==> config.mk <==
export PLATFORM = sky130hd
export DESIGN_NAME = regfile_pc_commit
export DESIGN_NICKNAME = d
export VERILOG_FILES = /design/src/rtl/regfile_pc_commit.sv
export SDC_FILE = /design/constraint.sdc
export NUM_CORES = 2
export LEC_CHECK = 0
export BUFFER_PORTS_ARGS = -buffer_cell sky130_fd_sc_hd__buf_4
export CAP_MARGIN = 20
export CORE_MARGIN = 2
export CORE_UTILIZATION = 45
export DETAILED_ROUTE_END_ITERATION = 16
export HOLD_SLACK_MARGIN = 0.03
export PLACE_DENSITY = 0.73
export SLEW_MARGIN = 10
export SYNTH_ARGS = -nofsm -noshare
export SYNTH_HDL_FRONTEND = slang
export SYNTH_SLANG_ARGS = --single-unit
==> constraint.sdc <==
create_clock -name clk -period 2.69 [get_ports clk]
set_clock_uncertainty 0.2 [all_clocks]
set_input_delay 0 -clock clk [delete_from_list [all_inputs] [get_ports clk]]
set_output_delay 0 -clock clk [all_outputs]
set_load 0.05 [all_outputs]
==> src/rtl/regfile_pc_commit.sv <==
// Architectural commit stage: 32-entry register file with same-cycle write bypass,
// program counter with redirect and misalignment tracking, and a retired-instruction counter.
module regfile_pc_commit #(
  parameter int                DATA_W   = 32,
  parameter logic [DATA_W-1:0] RESET_PC = 32'h0000_0000,
  parameter int                NUM_REGS = 32
) (
  input  logic              clk,
  input  logic              rst,
  input  logic              stall,
  input  logic [4:0]        rs_num,
  input  logic [4:0]        rt_num,
  output logic [DATA_W-1:0] rs_data,
  output logic [DATA_W-1:0] rt_data,
  input  logic              rd_we,
  input  logic [4:0]        reg_num_to_write,
  input  logic [DATA_W-1:0] reg_data_to_write,
  input  logic              pc_we,
  input  logic [DATA_W-1:0] pc_value,
  output logic [DATA_W-1:0] pc,
  output logic              pc_misaligned,
  output logic [31:0]       retired_count
);

  logic              w_commit;
  logic              w_wr_en;
  logic [DATA_W-1:0] w_regs [NUM_REGS];
  logic [4:0]        w_rd_num  [2];
  logic [DATA_W-1:0] w_rd_data [2];

  logic [DATA_W-1:0] r_pc;
  logic              r_misaligned;
  logic [31:0]       r_retired;

  assign w_commit = !stall;
  assign w_wr_en  = w_commit && rd_we && (reg_num_to_write != 5'd0);

  // Register 0 is a constant; every other entry is its own resettable register.
  for (genvar gi = 0; gi < NUM_REGS; gi++) begin : g_regs
    if (gi == 0) begin : g_zero
      assign w_regs[gi] = '0;
    end else begin : g_reg
      logic [DATA_W-1:0] r_q;
      always_ff @(posedge clk) begin
        if (rst) begin
          r_q <= '0;
        end else if (w_wr_en && (reg_num_to_write == 5'(gi))) begin
          r_q <= reg_data_to_write;
        end
      end
      assign w_regs[gi] = r_q;
    end
  end

  assign w_rd_num[0] = rs_num;
  assign w_rd_num[1] = rt_num;

  // Bypass only applies when the write will actually commit this edge.
  for (genvar gi = 0; gi < 2; gi++) begin : g_rd_port
    always_comb begin
      w_rd_data[gi] = w_regs[w_rd_num[gi]];
      if (w_rd_num[gi] == 5'd0) begin
        w_rd_data[gi] = '0;
      end else if (rd_we && w_commit && (reg_num_to_write == w_rd_num[gi])) begin
        w_rd_data[gi] = reg_data_to_write;
      end
    end
  end

  assign rs_data = w_rd_data[0];
  assign rt_data = w_rd_data[1];

  always_ff @(posedge clk) begin
    if (rst) begin
      r_pc         <= RESET_PC;
      r_misaligned <= 1'b0;
      r_retired    <= '0;
    end else if (w_commit) begin
      r_retired <= r_retired + 32'd1;
      if (pc_we) begin
        r_pc <= {pc_value[DATA_W-1:2], 2'b00};
        if (pc_value[1:0] != 2'b00) begin
          r_misaligned <= 1'b1;
        end
      end else begin
        r_pc <= r_pc + DATA_W'(4);
      end
    end
  end

  assign pc            = r_pc;
  assign pc_misaligned = r_misaligned;
  assign retired_count = r_retired;

endmodule

# [Word level (Yosys, flattened, before mapping)]
# Index checks and enable logic that the tools add are counted.
[totals] out_inout_bits=129 elab_cells=126 in_bits=84 register_bits=1057
[op_classes] add_sub_neg=2 mux=11 eq_ne=33 reduce_logical=41 n_lt_le_gt_ge=2 n_bitwise=3
[op_table] op="$bmux W32 S5" n=2
[op_table] op="$mux W32" n=9
[op_table] op="$eq A5 B5 Y1 const B" n=16
[op_table] op="$eq A5 B4 Y1 const B" n=8
[op_table] op="$logic_and A1 B1 Y1" n=35
[op_table] op="$add A32 B1 Y32 const B" n=1
[op_table] op="$add A32 B3 Y32 const B" n=1
[op_table] op="$eq A5 B3 Y1 const B" n=4
[op_table] op="$ge A6 B6 Y1 const B" n=2
[op_table] op="$not A5 Y6" n=2
[op_table] op="$eq A5 B2 Y1 const B" n=2
[op_table] op="$eq A5 B5 Y1" n=2
[op_table] op="$logic_not A5 Y1" n=2
[op_table] op="$eq A5 B1 Y1 const B" n=1
[op_table] op="$reduce_bool A5 Y1" n=1
[op_table] op="$reduce_and A3 Y1" n=1
[op_table] op="$reduce_bool A2 Y1" n=1
[op_table] op="$logic_not A1 Y1" n=1
[op_table] op="$not A1 Y1" n=1

# [Depth between registers and ports, before layout]
[logic_depth] ltp_word=6 depth_mapped=11 ltp_nobuf=7

# [Worst setup path after synthesis]
# No wires, ideal clock.
[synth_path] kind="input port to output port" startpoint="in rs_num[0]" endpoint="out rs_data[16]" required_ns=2.490 path_buffers=4 setup_slack_ns=-0.251 path_stages=8 arrival_ns=2.741 cell_sequence="buf_4 > buf_6 > buf_6 > clkbuf_1 > a221oi_1 > a211oi_1 > a21oi_1 > o41ai_1"
[synth_between] elab_chain_len=6 word_cells_on_any_way=9 classes_between="eq/ne: 1; mux: 5; bitwise: 1; reduce/logical: 2"
[synth_rtl] item="from (decl)" line_no="11" source="input logic [4:0] rs_num,"
[synth_rtl] item="$not A5 Y6 (implied by the code)" line_no="61" source="w_rd_data[gi] = w_regs[w_rd_num[gi]];"
[synth_rtl] item="$bmux W32 S5" line_no="61"
[synth_rtl] item="$mux W32 (implied by the code) (2 in a row)" line_no="61"
[synth_rtl] item="$mux W32" line_no="64" source="end else if (rd_we && w_commit && (reg_num_to_write == w_rd_num[gi])) begin"
[synth_rtl] item="$mux W32 (*)" line_no="62" source="if (w_rd_num[gi] == 5'd0) begin"
[synth_rtl] item="to (decl)" line_no="13" source="output logic [DATA_W-1:0] rs_data,"
# Every way passes the cells marked *; elsewhere a longest branch is shown, timed or not. The select of a mux whose other input is x is not followed.

# [Worst setup path in the final report]
[layout_path] startpoint="reg g_regs[12].g_reg.r_q[24]" endpoint="out rt_data[24]"
[layout_between] elab_chain_len=5
[layout_rtl] item="from (decl)" line_no="43" source="logic [DATA_W-1:0] r_q;"
[layout_rtl] item="from (signal assigned)" line_no="48" source="r_q <= reg_data_to_write;"
[layout_rtl] item="$bmux W32 S5" line_no="61"
[layout_rtl] item="$mux W32 (implied by the code) (2 in a row)" line_no="61"
[layout_rtl] item="$mux W32" line_no="64"
[layout_rtl] item="$mux W32" line_no="62"
[layout_rtl] item="to (decl)" line_no="14" source="output logic [DATA_W-1:0] rt_data,"
# No other way between the ends. The select of a mux whose other input is x is not followed.

==> run metrics <==
Initial Utilization 0.453; placed insts 8061; adder-cell share of the synthesized area 0.000454; #FFs+latches synth ~1100; Post-synth EDFFs 0; final-report setup violation count 16; status finished, violations left; Clock Latency Late Sink 0.72 ns; Multi-input gate area between 30000 and 40000 sq um; Slew @ Worst Pin 0.828 ns; hold_ws -0.220 ns; GPL Wtd Cong 0.979; Pleak 0.0228 uW; Routed Antenna Nets 0; Core Area 122000 sq um; Worst R2R Path Depth 9; drt pass-1 iters 9; Req. time, crit path 2.49 ns; largest buffer count on any clock path 3; layout cells sized above 1 0.244; Total GRT Usage 0.360; Setup crit end kind output port; Critical Path Slowest Stage Cell mux4_2; die width 354 microns; total grt overflow 0; Synth Cell Area 55100 sq um; Synth cell types 81; min cycle time layout 2.83 ns; final period utilization 1.05; Yosys warnings 0; fill cell count 10300; DR WL/cell roughly 28 microns; data arrival time of the critical path approximately 2.6 ns; CP max FO 3; # port buffers 210; DPL Wire Length 143000 microns; final hold violations 8; maximum vdd drop ~530 uV; P&R area growth vs syn 22.1%; global-route wire length before repair 342000 microns; Slew Viols, Final 0; antenna violations before repair 11; worst hold path class in2reg; hold_sp pc_we; register area share after synthesis 0.383; Startpoint Class register; DRC Markers 0; CTS tree done; DIE HEIGHT roughly 350 microns; Worst setup startpoint g_regs[12].g_reg.r_q[24]; WL final 235000 microns; largest net degree at the start of global routing 70; post-route setup slack -0.140 ns; FMAX between 300 and 400 MHz; via-per-instance ratio roughly 6.6; vias 55600; Synth Area in Compound Gates 0.157; FP Rows approximately 130; fraction of synthesized area in multiplexers 0.208; # clock sinks 1055; Synth Flop Type dfxtp_1; Setup CP Type reg2out; vias in the first global route about 54000; CP Cell Sequence mux4_2 > mux4_2 > a21oi_4 > buf_6 > nor3_2 > buf_6; WHS Path Cells 3; Slew HR 0.448; fin util 0.554; FF/Latch Area between 20000 and 25000 sq um; Layout Nets 6765; FF-to-FF Start pc[2]; Clock transition at path regs 0.07 ns; die area around 130000 sq um; I/O pin count 213; hold_buf cts around 150; Max-Cap Viols 0; PD cells between 500 and 600 nW/um^2; Post-Synth Simple-Gate Area 0.185; Finished Layout Cells 8405; DR iter-0 viols 9288; Synth Instances 6524; fraction of registers with async set or reset after synthesis 0; failing checks negative hold slack, negative setup slack; XOR/XNOR share of the synthesized area 0.00588; Synth Area per Inst 8.44 sq um; main combinational cell family by area after synthesis multiplexers; Placement Setup Slack -0.387 ns; number of buffers created by CTS 110; CTS H-tree lvls 3; RSZ-0062 raised after global routing true; root buffer cell clkbuf_16; slowest stage delay, CP 0.53 ns
## kinds of logic (layout without fill, tap and decap cells)
group	count (synthesis)	after routing
mux	663	663
simple gates	2533	2533
compound gates	1535	1535
xor+xnor	37	37
fa+ha+maj	2	2
flops	1055	1055
other cells	1	12
buf+inv	698	943
## metal layers
metal,part of all wire,global-route usage,vias up
li1,-,-,23100
met1,0.34,0.445,26200
met3,0.16,0.134,1286
met5,0.00023,0,-
met4,0.084,0.253,8
met2,0.42,0.517,4947
## report_power, final
part           internal (uW)  switching (uW)
sequential             15700            95.5
clock                   9400            6880
combinational           1620            3080
## registers in the layout (all words and copies together), names as in the netlist
name,count
g_regs.g_reg.r_q,992
pc,30
pc_misaligned,1
retired_count,32
## worst paths after layout
path | endpoint | slack (ns)
min reg2reg | g_regs[22].g_reg.r_q[18] | 0.26
min | pc[18] | -0.22
max | rt_data[24] | -0.14
max reg2reg | pc[6] | -0.05
## stage by stage
step | instance area [sq um] | hold WS [ns] | power, uW | TNS (ns)
after floorplan | 55100 | -0.0640 | 18500 | -2.25
after global placement | 60100 | 0.0496 | 20100 | -0.834
after detailed placement | 60100 | 0.0600 | 20200 | -0.846
after CTS | 66400 | -0.313 | 36300 | -0.618
after global routing | 67300 | -0.181 | 37400 | -1.39
final | 67300 | -0.220 | 36800 | -0.811
## timing repair
item	4_1_cts	5_1_grt
resized for setup	259	241
endpoints found under the hold margin	1055	8
endpoints found under the setup margin	55	73
setup buffers	3	3
pin swaps	51	80
cloned	0	0
## cell type report
type                            count  area share
Multi-Input combinational cell   4772       0.485
Sequential cell                  1055       0.316
Timing Repair Buffer              727       0.111
Clock buffer                      153      0.0466
Tap cell                         1625      0.0302
Clock inverter                     50     0.00984
Inverter                           13    0.000725
Antenna cell                       10    0.000372
## worst max-delay path: cells and delay by family (launching register included)
family / cells / cell delay (ns)
compound gates: 1 / 0.20
buf+inv: 2 / 0.32
flops: 1 / 0.32
mux: 2 / 0.99
simple gates: 1 / 0.05
## cells in the final DEF, fill, tap and decap left out, types with 15 or more instances in the layout
cell type / n
a211oi_1: 22
a211oi_2: 33
a21oi_1: 1085
a21oi_2: 25
a21oi_4: 17
a221o_1: 19
a221oi_1: 33
a22oi_1: 55
buf_12: 109
buf_4: 413
buf_6: 36
buf_8: 22
clkbuf_1: 22
clkbuf_16: 111
clkbuf_8: 20
clkinv_2: 23
dfxtp_1: 947
dfxtp_2: 108
dlygate4sd3_1: 147
mux2_2: 93
mux2i_1: 164
mux4_2: 374
nand2_1: 2095
nand3_1: 28
nand4_1: 15
nor2_1: 147
nor2_2: 15
nor2_4: 19
nor2b_1: 23
nor3_1: 22
nor3_2: 19
nor3_4: 21
o211ai_1: 25
o21ai_0: 47
o22ai_1: 48
xor2_1: 29
## cell usage after synthesis (5+ instances only)
cell type / count / share of area
a211oi_1: 66 / 0.0090
a21oi_1: 1127 / 0.10
a221o_1: 19 / 0.0035
a221oi_1: 36 / 0.0057
a22o_1: 13 / 0.0021
a22oi_1: 65 / 0.0089
a31oi_1: 8 / 0.00091
and2_1: 8 / 0.00091
and3_1: 12 / 0.0014
and4_1: 6 / 0.00095
buf_1: 11 / 0.00075
buf_2: 184 / 0.017
buf_4: 48 / 0.0065
buf_6: 22 / 0.0045
clkbuf_1: 395 / 0.027
clkbuf_2: 18 / 0.0016
dfxtp_1: 1055 / 0.38
inv_1: 11 / 0.00075
mux2_2: 106 / 0.022
mux2i_1: 183 / 0.033
mux4_2: 374 / 0.15
nand2_1: 2109 / 0.14
nand2b_1: 15 / 0.0017
nand3_1: 42 / 0.0038
nand4_1: 15 / 0.0017
nor2_1: 178 / 0.012
nor2b_1: 29 / 0.0033
nor3_1: 48 / 0.0044
nor3_2: 13 / 0.0024
nor4_1: 8 / 0.00091
nor4_2: 7 / 0.0016
o211ai_1: 25 / 0.0034
o21ai_0: 54 / 0.0049
o221ai_1: 14 / 0.0022
o22ai_1: 61 / 0.0069
o2bb2ai_1: 7 / 0.0011
o41ai_1: 13 / 0.0021
or2_2: 5 / 0.00057
or3_1: 12 / 0.0014
or4_1: 6 / 0.00082
xnor2_1: 8 / 0.0013
xor2_1: 29 / 0.0046
(Power assumes the default switching activity.)
